File: config.mk
export PLATFORM = sky130hd
export DESIGN_NAME = os_integ_ctrl
export DESIGN_NICKNAME = d
export VERILOG_FILES = /design/src/rtl/os_integ_ctrl.sv
export SDC_FILE = /design/constraint.sdc
export NUM_CORES = 1
export LEC_CHECK = 0
export ABC_CLOCK_PERIOD_IN_PS = 5900
export CORE_MARGIN = 1.5
export CORE_UTILIZATION = 50
export CTS_CLUSTER_SIZE = 30
export DETAILED_ROUTE_END_ITERATION = 6
export HOLD_SLACK_MARGIN = 0.1
export PLACE_DENSITY = 0.79
export SLEW_MARGIN = 15
export SYNTH_ARGS = -nofsm -noshare
export SYNTH_HDL_FRONTEND = slang
export SYNTH_SLANG_ARGS = --single-unit
File: constraint.sdc
create_clock -name clk -period 5.9 [get_ports clk]
set_clock_uncertainty 0.05 [all_clocks]
set_input_delay 0.59 -clock clk [delete_from_list [all_inputs] [get_ports clk]]
set_output_delay 0.59 -clock clk [all_outputs]
set_load 0.1 [all_outputs]
File: src/rtl/os_integ_ctrl.sv
// Offset integrator: accumulates 16..128 signed X/Y sample pairs through one shared adder, 3 cycles per sample.
// Optional macro OS_INTEG_SAT_EN clamps each addition to the signed ACC_W range; without it additions wrap.
module os_integ_ctrl #(
  parameter int OS_W  = 6,
  parameter int ACC_W = 12
) (
  input  logic             clk,
  input  logic             rst_n,
  input  logic [1:0]       speed_sel,
  input  logic             start,
  input  logic             sample_valid,
  input  logic [OS_W-1:0]  x_os,
  input  logic [OS_W-1:0]  y_os,
  output logic             sample_ready,
  output logic             res_valid,
  input  logic             res_ready,
  output logic [ACC_W-1:0] x_res,
  output logic [ACC_W-1:0] y_res,
  output logic             busy
);

  typedef enum logic [2:0] {IDLE, ACCUM, ADD_X, ADD_Y, DONE} state_t;

  state_t           r_state;
  state_t           w_next;
  logic [7:0]       r_period;
  logic [7:0]       r_cnt;
  logic [ACC_W-1:0] r_acc_x;
  logic [ACC_W-1:0] r_acc_y;
  logic [OS_W-1:0]  r_x;
  logic [OS_W-1:0]  r_y;
  logic [ACC_W-1:0] r_x_res;
  logic [ACC_W-1:0] r_y_res;

  logic             w_clear;
  logic [7:0]       w_period_sel;
  logic [7:0]       w_cnt_inc;
  logic             w_last;
  logic [OS_W-1:0]  w_smp;
  logic [ACC_W-1:0] w_add_a;
  logic [ACC_W-1:0] w_add_b;
  logic [ACC_W-1:0] w_raw;
  logic [ACC_W-1:0] w_sum;

  assign w_period_sel = 8'd16 << speed_sel;
  assign w_cnt_inc    = r_cnt + 8'd1;
  assign w_last       = (w_cnt_inc == r_period);

  // The single adder serves X in ADD_X and Y in ADD_Y.
  assign w_add_a = (r_state == ADD_Y) ? r_acc_y : r_acc_x;
  assign w_smp   = (r_state == ADD_Y) ? r_y : r_x;
  assign w_add_b = {{(ACC_W-OS_W){w_smp[OS_W-1]}}, w_smp};
  assign w_raw   = w_add_a + w_add_b;

`ifdef OS_INTEG_SAT_EN
  logic w_ovf;
  assign w_ovf = (w_add_a[ACC_W-1] == w_add_b[ACC_W-1]) && (w_raw[ACC_W-1] != w_add_a[ACC_W-1]);
  assign w_sum = !w_ovf ? w_raw :
                 w_add_a[ACC_W-1] ? {1'b1, {(ACC_W-1){1'b0}}} : {1'b0, {(ACC_W-1){1'b1}}};
`else
  assign w_sum = w_raw;
`endif

  always_comb begin
    w_next  = r_state;
    w_clear = 1'b0;
    case (r_state)
      IDLE: begin
        if (start) begin
          w_next  = ACCUM;
          w_clear = 1'b1;
        end
      end
      ACCUM: begin
        if (sample_valid) w_next = ADD_X;
      end
      ADD_X: w_next = ADD_Y;
      ADD_Y: w_next = w_last ? DONE : ACCUM;
      DONE: begin
        if (res_ready) begin
          w_next  = start ? ACCUM : IDLE;
          w_clear = start;
        end
      end
      default: w_next = IDLE;
    endcase
  end

  always_ff @(posedge clk or negedge rst_n) begin
    if (!rst_n) begin
      r_state <= IDLE;
    end else begin
      r_state <= w_next;
    end
  end

  always_ff @(posedge clk or negedge rst_n) begin
    if (!rst_n) begin
      r_period <= '0;
      r_cnt    <= '0;
      r_acc_x  <= '0;
      r_acc_y  <= '0;
      r_x      <= '0;
      r_y      <= '0;
      r_x_res  <= '0;
      r_y_res  <= '0;
    end else begin
      if (w_clear) begin
        r_period <= w_period_sel;
        r_cnt    <= '0;
        r_acc_x  <= '0;
        r_acc_y  <= '0;
      end
      case (r_state)
        ACCUM: begin
          if (sample_valid) begin
            r_x <= x_os;
            r_y <= y_os;
          end
        end
        ADD_X: r_acc_x <= w_sum;
        ADD_Y: begin
          r_acc_y <= w_sum;
          r_cnt   <= w_cnt_inc;
          // Y result comes straight off the adder so it lands together with X.
          if (w_last) begin
            r_x_res <= r_acc_x;
            r_y_res <= w_sum;
          end
        end
        default: ;
      endcase
    end
  end

  assign sample_ready = (r_state == ACCUM);
  assign res_valid    = (r_state == DONE);
  assign busy         = (r_state != IDLE);
  assign x_res        = r_x_res;
  assign y_res        = r_y_res;

endmodule

==> qor.txt, run 1 <==
status = complete, no violations
die height = 92.15 um
Root Buffer = clkbuf_8
vias in the first global route = 2932
Seq/Total Area, Yosys = 47.23%
largest area contributor in the netlist = dfrtp_1
# DRC = 0
Global Route met2 Usage = 32.41%
Setup Viol. Count Final = 0
cell mode on critical path = nand2_1
first-pass GRT wire length = 14.43 mm
CP top delay family = compound AO/OA/AOI/OAI gates
CP max stage cell = nand3b_1
Port Buf Inserts = 45
main combinational cell family by area after synthesis = simple AND/OR/NAND/NOR gates
Fin. Hold Viols = 0
Critical Path AT = 4.13 ns
area of the multi-input gates = 1969 sq um
share of flip-flops with an asynchronous set or reset = 100.0%
slew margin rel. = 29.95%
Max-Cap Viols = 0
worst skew pair latency = 0.35 ns
post-synthesis compound-gate area fraction = 12.03%
IO Pins = 46
Max Buffers Root-to-Sink = 2
Antenna Cells = 0
Slew Viols, Final = 0
Placer Congestion = 0.8897
Synth Net Count = 438
Core Footprint = 7727 sq um
critical-path cell list = nand3b_1 > buf_4 > nand2_1 > nand2_1 > ha_1 > a21o_1 > maj3_1 > a2bb2oi_1 > o21ai_0 > a211o_1 > mux2_2
CP Data Required Time = 6.07 ns
area grow syn2layout = 17.16%
adder-cell share of the synthesized area = 4.534%
HP Class = input pin to async pin
Initial Util = 51.42%
RSZ-0062 raised after global routing = false
nets = 479
Yosys top cell area share = 47.23%
initial drt markers = 209
post-layout min period = 3.955 ns
initial antenna violation count = 0
Final period util = 67.04%
GRT Util Overall = 21.71%
worst reg2reg path startpoint = r_state[1]
grt ovf = 0
row count = 32
routing usage on met1 = 31.83%
Detailed Place HPWL = 5.879 mm
clock net sink count = 75
hold_buf cts = 0
Worst Hold Margin = 0.4072 ns
DRT Pass-1 Iters = 4
Resized Gates After CTS = 0
Buf+Inv Stages, Crit Path = 1
measured slew at the worst slew-check pin = 1.046 ns
FF+latch count, synth = 75
Via density = 5.490
Crit Path Class = flop to flop
post-synthesis simple-gate area fraction = 17.16%
vias after detailed routing = 3036
crit-path max cell delay = 0.59 ns
startpoint types = flop
post-route cell area = 4656 sq um
flop2flop setup slack = 1.94 ns
Worst path depth = 11
setup TNS = 0 ns
Synth Instances = 406
count leader, synth = nand2_1
most frequent cells after synthesis = 84 x nand2_1, 75 x dfrtp_1, 31 x o21ai_0
Synth Area in XOR/XNOR = 4.628%
largest cells by area after synthesis = dfrtp_1 47%, mux2_2 8.5%, nand2_1 7.9%
CTS tree = done
CTS H-tree lvls = 3
Setup crit start = r_state[1]
clock-pin slew on the worst setup and hold paths = 0.07 ns
Die ar. = 8492 sq um
largest net degree at the start of global routing = 76
Post-DRT Antenna Nets = 0
syn avg cell area = 9.788 sq um
fmax = 252.8 MHz
Crit. End Element = flop
grt peak-use layer = met2
Fill cells = 653
Critical Path End = y_res[11]
Ys Warns = 0
count of cell types in the netlist = 48
critical path peak fanout = 31
Setup Fix Bufs, Post-CTS = 0
final WL = 8.498 mm
Routed wire per std cell = 15.37 um
cell area after synthesis = 3974 sq um
Reg area = 1877 sq um
fraction of layout instances using a drive strength above 1 = 11.75%
worst r2r dst = y_res[11]
Reg2Reg Depth = 11
mux contribution to synthesized area = 11.02%
met3 Usage GRT = 4.975%
placed instance area = 4494 sq um
die width = 92.15 um
Synth Flop Type = dfrtp_1
total CTS buffers = 9
Post-synth EDFFs = 0
==> layout by cell type (no fill, tap or decap), drive strengths merged, types with 2 or more instances in the layout <==
cell            n
and3            5
nor4            4
inv            12
clkdlybuf4s50  44
nor2           18
mux2i          10
xnor2          12
ha             12
a21o            5
a211oi          2
nor3b           2
nand3b          3
nand3          23
o21a            2
o31ai           4
o21ai          32
mux2           30
a22o            7
xor2            9
a31oi           3
dfrtp          75
clkbuf         13
nand2b          2
a21boi          2
o211ai          2
nand2          85
buf             5
a21oi          10
nor3            2
==> state kept, by name, summed over array words and instances (netlist names) <==
register and count:
r_acc_x 12, r_acc_y 12, x_res 12, y_res 12
r_cnt 8, r_x 6, r_y 6, r_period 4
r_state 3
==> cells by family (layout without fill, tap and decap cells) <==
group,after synthesis,in the layout
xor+xnor,21,21
flops,75,75
buf+inv,31,76
compound gates,76,76
fa+ha+maj,14,14
mux,40,40
simple gates,149,149
==> per-layer routing <==
layer	routed length [um]	vias to the layer above
met5	0	-
met4	117	0
met3	455	10
met2	3876	82
met1	4048	1455
li1	-	1489
==> final cells by class <==
| type | count | area share [%] |
|---|---|---|
| multi-input cells | 300 | 42.30 |
| flip-flops and latches | 75 | 40.31 |
| repair buffers | 49 | 10.21 |
| clock buffers | 13 | 3.198 |
| well taps | 102 | 2.741 |
| inverters | 12 | 0.9675 |
| clock inverters | 2 | 0.2687 |
==> through the flow <==
step                utilization [%]  std cells  worst slack [ns]
finish                        60.25        553             1.945
global route                  60.25        553             1.601
CTS                           60.25        553             1.956
detailed placement            58.16        538             2.005
global placement              58.16        538             2.083
floorplan                         -        406             2.561
==> worst min-delay path by stage <==
| stage | startpoint | endpoint | slack, ns | cells past startpoint |
|---|---|---|---|---|
| global route | r_acc_y[11] | r_acc_y[11] | 0.47 | 1 |
| global placement | r_period[6] | r_period[6] | 0.43 | 2 |
| floorplan | rst_n | r_acc_x[0] | 0.24 | 0 |
| finish | rst_n | r_acc_x[10] | 0.41 | 2 |
| detailed placement | r_period[6] | r_period[6] | 0.43 | 2 |
| CTS | rst_n | r_acc_x[10] | 0.45 | 2 |
Power of run 1 is left out: the tool's default activity adds up to more than one toggle a clock period on the data nets, which glitch-free logic cannot reach.
==> run 2, diff against run 1 <==
--- a/config.mk
+++ b/config.mk
@@ -5,7 +5,7 @@
 export SDC_FILE = /design/constraint.sdc
 export NUM_CORES = 1
 export LEC_CHECK = 0
-export ABC_CLOCK_PERIOD_IN_PS = 5900
+export ABC_CLOCK_PERIOD_IN_PS = 3700
 export CORE_MARGIN = 1.5
 export CORE_UTILIZATION = 50
 export CTS_CLUSTER_SIZE = 30
==> constraint.sdc (replaced) <==
create_clock -name clk -period 3.7 [get_ports clk]
set_clock_uncertainty 0.05 [all_clocks]
set_input_delay 0.37 -clock clk [delete_from_list [all_inputs] [get_ports clk]]
set_output_delay 0.37 -clock clk [all_outputs]
set_load 0.1 [all_outputs]
==> run 2 against run 1 <==
Net effect:
- largest cell class unchanged
- worst setup slack worse by 1.6 ns
- cell area up 1.7%
- critical endpoint unchanged
- register-to-register slack worse by 1.6 ns
- maximum frequency up 19%
- clock-buffer cell count down 3
- routed wire length up 4.0%
- global-route usage up 0.51 points
- cell count up 1.4%
- first-iteration DRC count up 10%
- sequential share of layout area down 0.69 points
- core utilization up 1.1 points
- die area unchanged
==> qor.txt, run 2 (synthesis gave the netlist of run 1 again) <==
fmax = 301.7 MHz (+19%)
setup TNS = 0 ns (unchanged)
Max-Cap Viols = 0 (unchanged)
grt ovf = 0 (unchanged)
vias in the first global route = 3023 (+3.1%)
Fin. Hold Viols = 0 (unchanged)
total CTS buffers = 9 (unchanged)
most common cell after layout, fill and taps aside = nand2_1
post-layout util = 61.30% (+1.1 points)
crit-path max cell delay = 0.53 ns (-0.06 ns)
clock-pin slew on the worst setup and hold paths = 0.09 ns (+0.02 ns)
Reg2Reg Depth = 11 (unchanged)
Detailed Place HPWL = 6.282 mm (+6.9%)
critical-path cell list = nand3b_1 > buf_4 > nand2_1 > nand2_1 > ha_1 > a21o_1 > maj3_1 > a2bb2oi_1 > o21ai_0 > a211o_1 > mux2_2
post-layout min period = 3.315 ns (-0.6404 ns)
Port Buf Inserts = 45 (unchanged)
critical path peak fanout = 15 (-52%)
CP top delay family = compound AO/OA/AOI/OAI gates
CP Data Required Time = 3.88 ns (-2.19 ns)
Initial Util = 51.42% (unchanged)
vias after detailed routing = 3150 (+3.8%)
HP Class = flop to flop
nets = 487 (+1.7%)
WHS Path Cells = 2
Buf+Inv Stages, Crit Path = 1 (unchanged)
CTS tree = done
Resized Gates After CTS = 0 (unchanged)
cell mode on critical path = nand2_1
startpoint types = flop
Antenna Cells = 0 (unchanged)
Crit. End Element = flop
flop2flop setup slack = 0.39 ns (-1.56 ns)
measured slew at the worst slew-check pin = 1.039 ns (-0.006786 ns)
Routed wire per std cell = 15.75 um (+2.5%)
Post-DRT Antenna Nets = 0 (unchanged)
Via density = 5.615 (+2.3%)
clock net sink count = 75 (unchanged)
Root Buffer = clkbuf_8
Setup Viol. Count Final = 0 (unchanged)
row count = 32 (unchanged)
GRT Util Overall = 22.22% (+0.51 points)
worst skew pair latency = 0.35 ns (about the same)
Die ar. = 8492 sq um (unchanged)
IO Pins = 46 (unchanged)
first-pass GRT wire length = 14.70 mm (+1.9%)
Final period util = 89.59% (+23 points)
DRT Pass-1 Iters = 5 (+1)
slew margin rel. = 30.40% (+0.45 points)
die height = 92.15 um (unchanged)
CP max stage cell = dfrtp_1
Core Footprint = 7727 sq um (unchanged)
Slew Viols, Final = 0 (unchanged)
Crit Path Class = flop to flop
area grow syn2layout = 19.21%
placed insts = 545 (+1.3%)
initial drt markers = 230 (+10%)
die width = 92.15 um (unchanged)
Critical Path AT = 3.50 ns (-0.63 ns)
Hold Path Sink = r_period[6]
final cell count without fillers = 561 (+1.4%)
worst reg2reg path startpoint = r_state[1]
Max Buffers Root-to-Sink = 2 (unchanged)
largest net degree at the start of global routing = 33 (-57%)
Fill cells = 623 (-4.6%)
# DRC = 0 (unchanged)
initial antenna violation count = 0 (unchanged)
most frequent cells in the layout = 84 x nand2_1, 75 x dfrtp_1, 44 x clkdlybuf4s50_1, 31 x o21ai_0, 30 x mux2_2
CTS H-tree lvls = 3 (unchanged)
RSZ-0062 raised after global routing = false
HP Start = r_period[6]
fraction of layout instances using a drive strength above 1 = 13.73% (+2.0 points)
status = complete, no violations
worst r2r dst = y_res[11]
Placer Congestion = 0.9649 (+8.5%)
final WL = 8.837 mm (+4.0%)
[run 2: worst max-delay path by stage]
stage / from / slack [ns] / cells after the start / endpoint
2_1_floorplan: r_state[2] / 0.36 / 13 / y_res[11]
3_3_place_gp: r_state[1] / 0.56 / 11 / y_res[11]
3_5_place_dp: r_state[1] / 0.43 / 11 / y_res[11]
4_1_cts: r_state[1] / 0.41 / 11 / y_res[11]
5_1_grt: r_state[1] / 0.13 / 11 / y_res[11]
6_report: r_state[1] / 0.39 / 11 / y_res[11]
[run 2: final cells by class]
type / instances / area [sq um] / share of cell area (%)
clock buffers: 10 / 137.6 / 2.905
inverters: 12 / 45.04 / 0.9509
clock inverters: 5 / 30.03 / 0.6339
multi-input cells: 300 / 1969 / 41.57
well taps: 102 / 127.6 / 2.694
flip-flops and latches: 75 / 1877 / 39.62
repair buffers: 57 / 550.5 / 11.62
[run 2: repair_timing]
action,in CTS,in global routing
hold endpoints to repair,28,0
hold buffers,1,0
buffers inserted,0,0
setup endpoints to repair,0,0
[run 2: worst register-to-register path, delay by kind of cell, from the launching register on]
kind	cells	cell delay, ns
AOI/OAI and AO/OA	4	0.94
and+or+nand+nor	3	0.45
adders and majority gates	2	0.69
DFF	1	0.53
buffers and inverters	1	0.28
muxes	1	0.26
[run 2: per-stage QoR]
stage | cell area (sq um) | hold slack, ns | setup slack [ns]
floorplan | 3974 | 0.02441 | 0.3611
global placement | 4559 | 0.3759 | 0.5565
detailed placement | 4559 | 0.4004 | 0.4288
CTS | 4737 | 0.4456 | 0.4088
global route | 4737 | 0.4663 | 0.1343
finish | 4737 | 0.4404 | 0.3850
[run 2: per-layer routing]
metal,vias up,global-route usage [%],wire (um)
li1,1515,-,-
met1,1512,31.54,4244
met2,101,33.64,3948
met3,22,4.063,465
met4,0,8.846,177
met5,-,0,0
Power of run 2 is left out for the same reason.
==> run 3, diff against run 2 <==
--- a/config.mk
+++ b/config.mk
@@ -7,11 +7,11 @@
 export LEC_CHECK = 0
 export ABC_CLOCK_PERIOD_IN_PS = 3700
 export CORE_MARGIN = 1.5
-export CORE_UTILIZATION = 50
+export CORE_UTILIZATION = 45
 export CTS_CLUSTER_SIZE = 30
 export DETAILED_ROUTE_END_ITERATION = 6
 export HOLD_SLACK_MARGIN = 0.1
-export PLACE_DENSITY = 0.79
+export PLACE_DENSITY = 0.73
 export SLEW_MARGIN = 15
 export SYNTH_ARGS = -nofsm -noshare
 export SYNTH_HDL_FRONTEND = slang
==> run 3 against run 2 <==
Net effect:
- die area grew 11%
- cell area is 0.29% higher
- first-iteration DRC count down 30%
- register-to-register slack lost 0.13 ns
- routed wire length up 1.2%
- critical endpoint unchanged
- largest cell class unchanged
==> qor.txt, run 3 (synthesis gave the netlist of run 1 again) <==
vias in the first global route = 3151 (+4.2%)
largest net degree at the start of global routing = 76 (+130%)
fraction of layout instances using a drive strength above 1 = 13.73% (unchanged)
crit-path max cell delay = 0.45 ns (-0.08 ns)
RSZ-0062 raised after global routing = false
first-pass GRT wire length = 15.57 mm (+6.0%)
IO Pins = 46 (unchanged)
most frequent cells in the layout = 84 x nand2_1, 75 x dfrtp_1, 44 x clkdlybuf4s50_1, 31 x o21ai_0, 30 x mux2_2
initial antenna violation count = 0 (unchanged)
critical-path cell list = nand2b_1 > nor2_2 > buf_4 > buf_4 > nand2_1 > nand2_1 > ha_1 > a21oi_1 > nand4b_1 > a21boi_1 > a41oi_1 > o21ai_0 > a211o_1 > mux2_2
Fin. Hold Viols = 0 (unchanged)
Slew Viols, Final = 0 (unchanged)
flop2flop setup slack = 0.26 ns (-0.13 ns)
CP max stage cell = dfrtp_1
clock-pin slew on the worst setup and hold paths = 0.08 ns (about the same)
Antenna Cells = 0 (unchanged)
hold_buf cts = 0 (-1)
slew margin rel. = 26.56% (-3.8 points)
GRT Util Overall = 20.61% (-1.6 points)
worst skew pair latency = 0.36 ns (about the same)
total CTS buffers = 9 (unchanged)
Die ar. = 9403 sq um (+11%)
worst r2r dst = y_res[11]
Routed wire per std cell = 15.77 um (+0.14%)
Buf+Inv Stages, Crit Path = 2 (+1)
Post-DRT Antenna Nets = 0 (unchanged)
Crit. End Element = flop
CP Data Required Time = 3.89 ns (about the same)
fmax = 290.5 MHz (-3.7%)
area of the multi-input gates = 1969 sq um (unchanged)
Crit Path Class = flop to flop
Root Buffer = clkbuf_8
Final period util = 93.04% (+3.4 points)
DRT Pass-1 Iters = 5 (unchanged)
# DRC = 0 (unchanged)
Setup Fix Bufs, Post-CTS = 0 (unchanged)
setup TNS = 0 ns (unchanged)
Port Buf Inserts = 45 (unchanged)
Max-Cap Viols = 0 (unchanged)
Setup Viol. Count Final = 0 (unchanged)
die height = 96.97 um (+5.2%)
critical path peak fanout = 21 (+6)
die width = 96.97 um (+5.2%)
startpoint types = flop
Fill cells = 760 (+22%)
grt ovf = 0 (unchanged)
most common cell after layout, fill and taps aside = nand2_1
row count = 34 (+6.3%)
vias after detailed routing = 3104 (-1.5%)
CTS tree = done
clock net sink count = 75 (unchanged)
Critical Path AT = 3.63 ns (+0.13 ns)
CP top delay family = compound AO/OA/AOI/OAI gates
Placer Congestion = 0.8406 (-13%)
Max Buffers Root-to-Sink = 2 (unchanged)
initial drt markers = 162 (-30%)
Reg2Reg Depth = 14 (+3)
HP Class = input pin to async pin
Initial Util = 46.02% (-5.4 points)
post-layout min period = 3.442 ns (+0.1275 ns)
Via density = 5.474 (-2.5%)
Reg area = 1877 sq um (unchanged)
worst reg2reg path startpoint = r_state[2]
Resized Gates After CTS = 0 (unchanged)
nets = 486 (-0.21%)
measured slew at the worst slew-check pin = 1.097 ns (+0.05740 ns)
status = complete, no violations
final WL = 8.944 mm (+1.2%)
area grow syn2layout = 19.55%
Setup crit start = r_state[2]
Core Footprint = 8636 sq um (+12%)
Detailed Place HPWL = 6.394 mm (+1.8%)
CTS H-tree lvls = 3 (unchanged)
-- run 3: changes by cell type in the layout (fill, tap and decap cells not counted), sizes merged --
cell and delta:
bufinv +1, clkinv -1, clkinvlp +1, dlygate4sd3 -1
-- run 3: layer usage --
layer | part of all wire, % | track usage (%) | wire length [um]
met5 | 0 | 0 | 0
met4 | 1.3 | 7.246 | 114
met3 | 4.3 | 4.191 | 386
met2 | 47 | 32.76 | 4219
met1 | 47 | 28.10 | 4223
-- run 3: cell type report --
type / count / area share, %
Timing Repair Buffer: 56 / 11.17
Multi-Input combinational cell: 300 / 41.45
Clock inverter: 6 / 1.396
Tap cell: 108 / 2.844
Clock buffer: 10 / 2.686
Inverter: 12 / 0.9481
Sequential cell: 75 / 39.50
-- run 3: worst reg2reg max path: stages, from the launching register on --
cell and delay [ns]:
dfrtp_1 0.45, nand2b_1 0.25, nor2_2 0.15, buf_4 0.28, buf_4 0.23, nand2_1 0.08, nand2_1 0.11, ha_1 0.24
a21oi_1 0.19, nand4b_1 0.17, a21boi_1 0.15, a41oi_1 0.28, o21ai_0 0.12, a211o_1 0.32, mux2_2 0.27
-- run 3: stage by stage --
stage	cell area, sq um	setup WS, ns	util, %	hold WS, ns	instances
after CTS	4743	0.2501	54.93	0.1426	566
after detailed placement	4549	0.2998	52.68	0.4367	550
after global placement	4549	0.3617	52.68	0.4268	550
after floorplan	3974	0.3611	-	0.02441	406
after global routing	4751	0.03788	55.01	0.1985	567
final	4751	0.2576	55.01	0.1034	567
-- run 3: worst max-delay path by stage --
stage / endpoint / slack [ns] / cells past startpoint
after detailed placement: y_res[11] / 0.30 / 12
final: y_res[11] / 0.26 / 14
after global routing: r_acc_y[11] / 0.04 / 14
after floorplan: y_res[11] / 0.36 / 13
after CTS: y_res[11] / 0.25 / 12
after global placement: y_res[11] / 0.36 / 12
Power of run 3 is left out for the same reason.
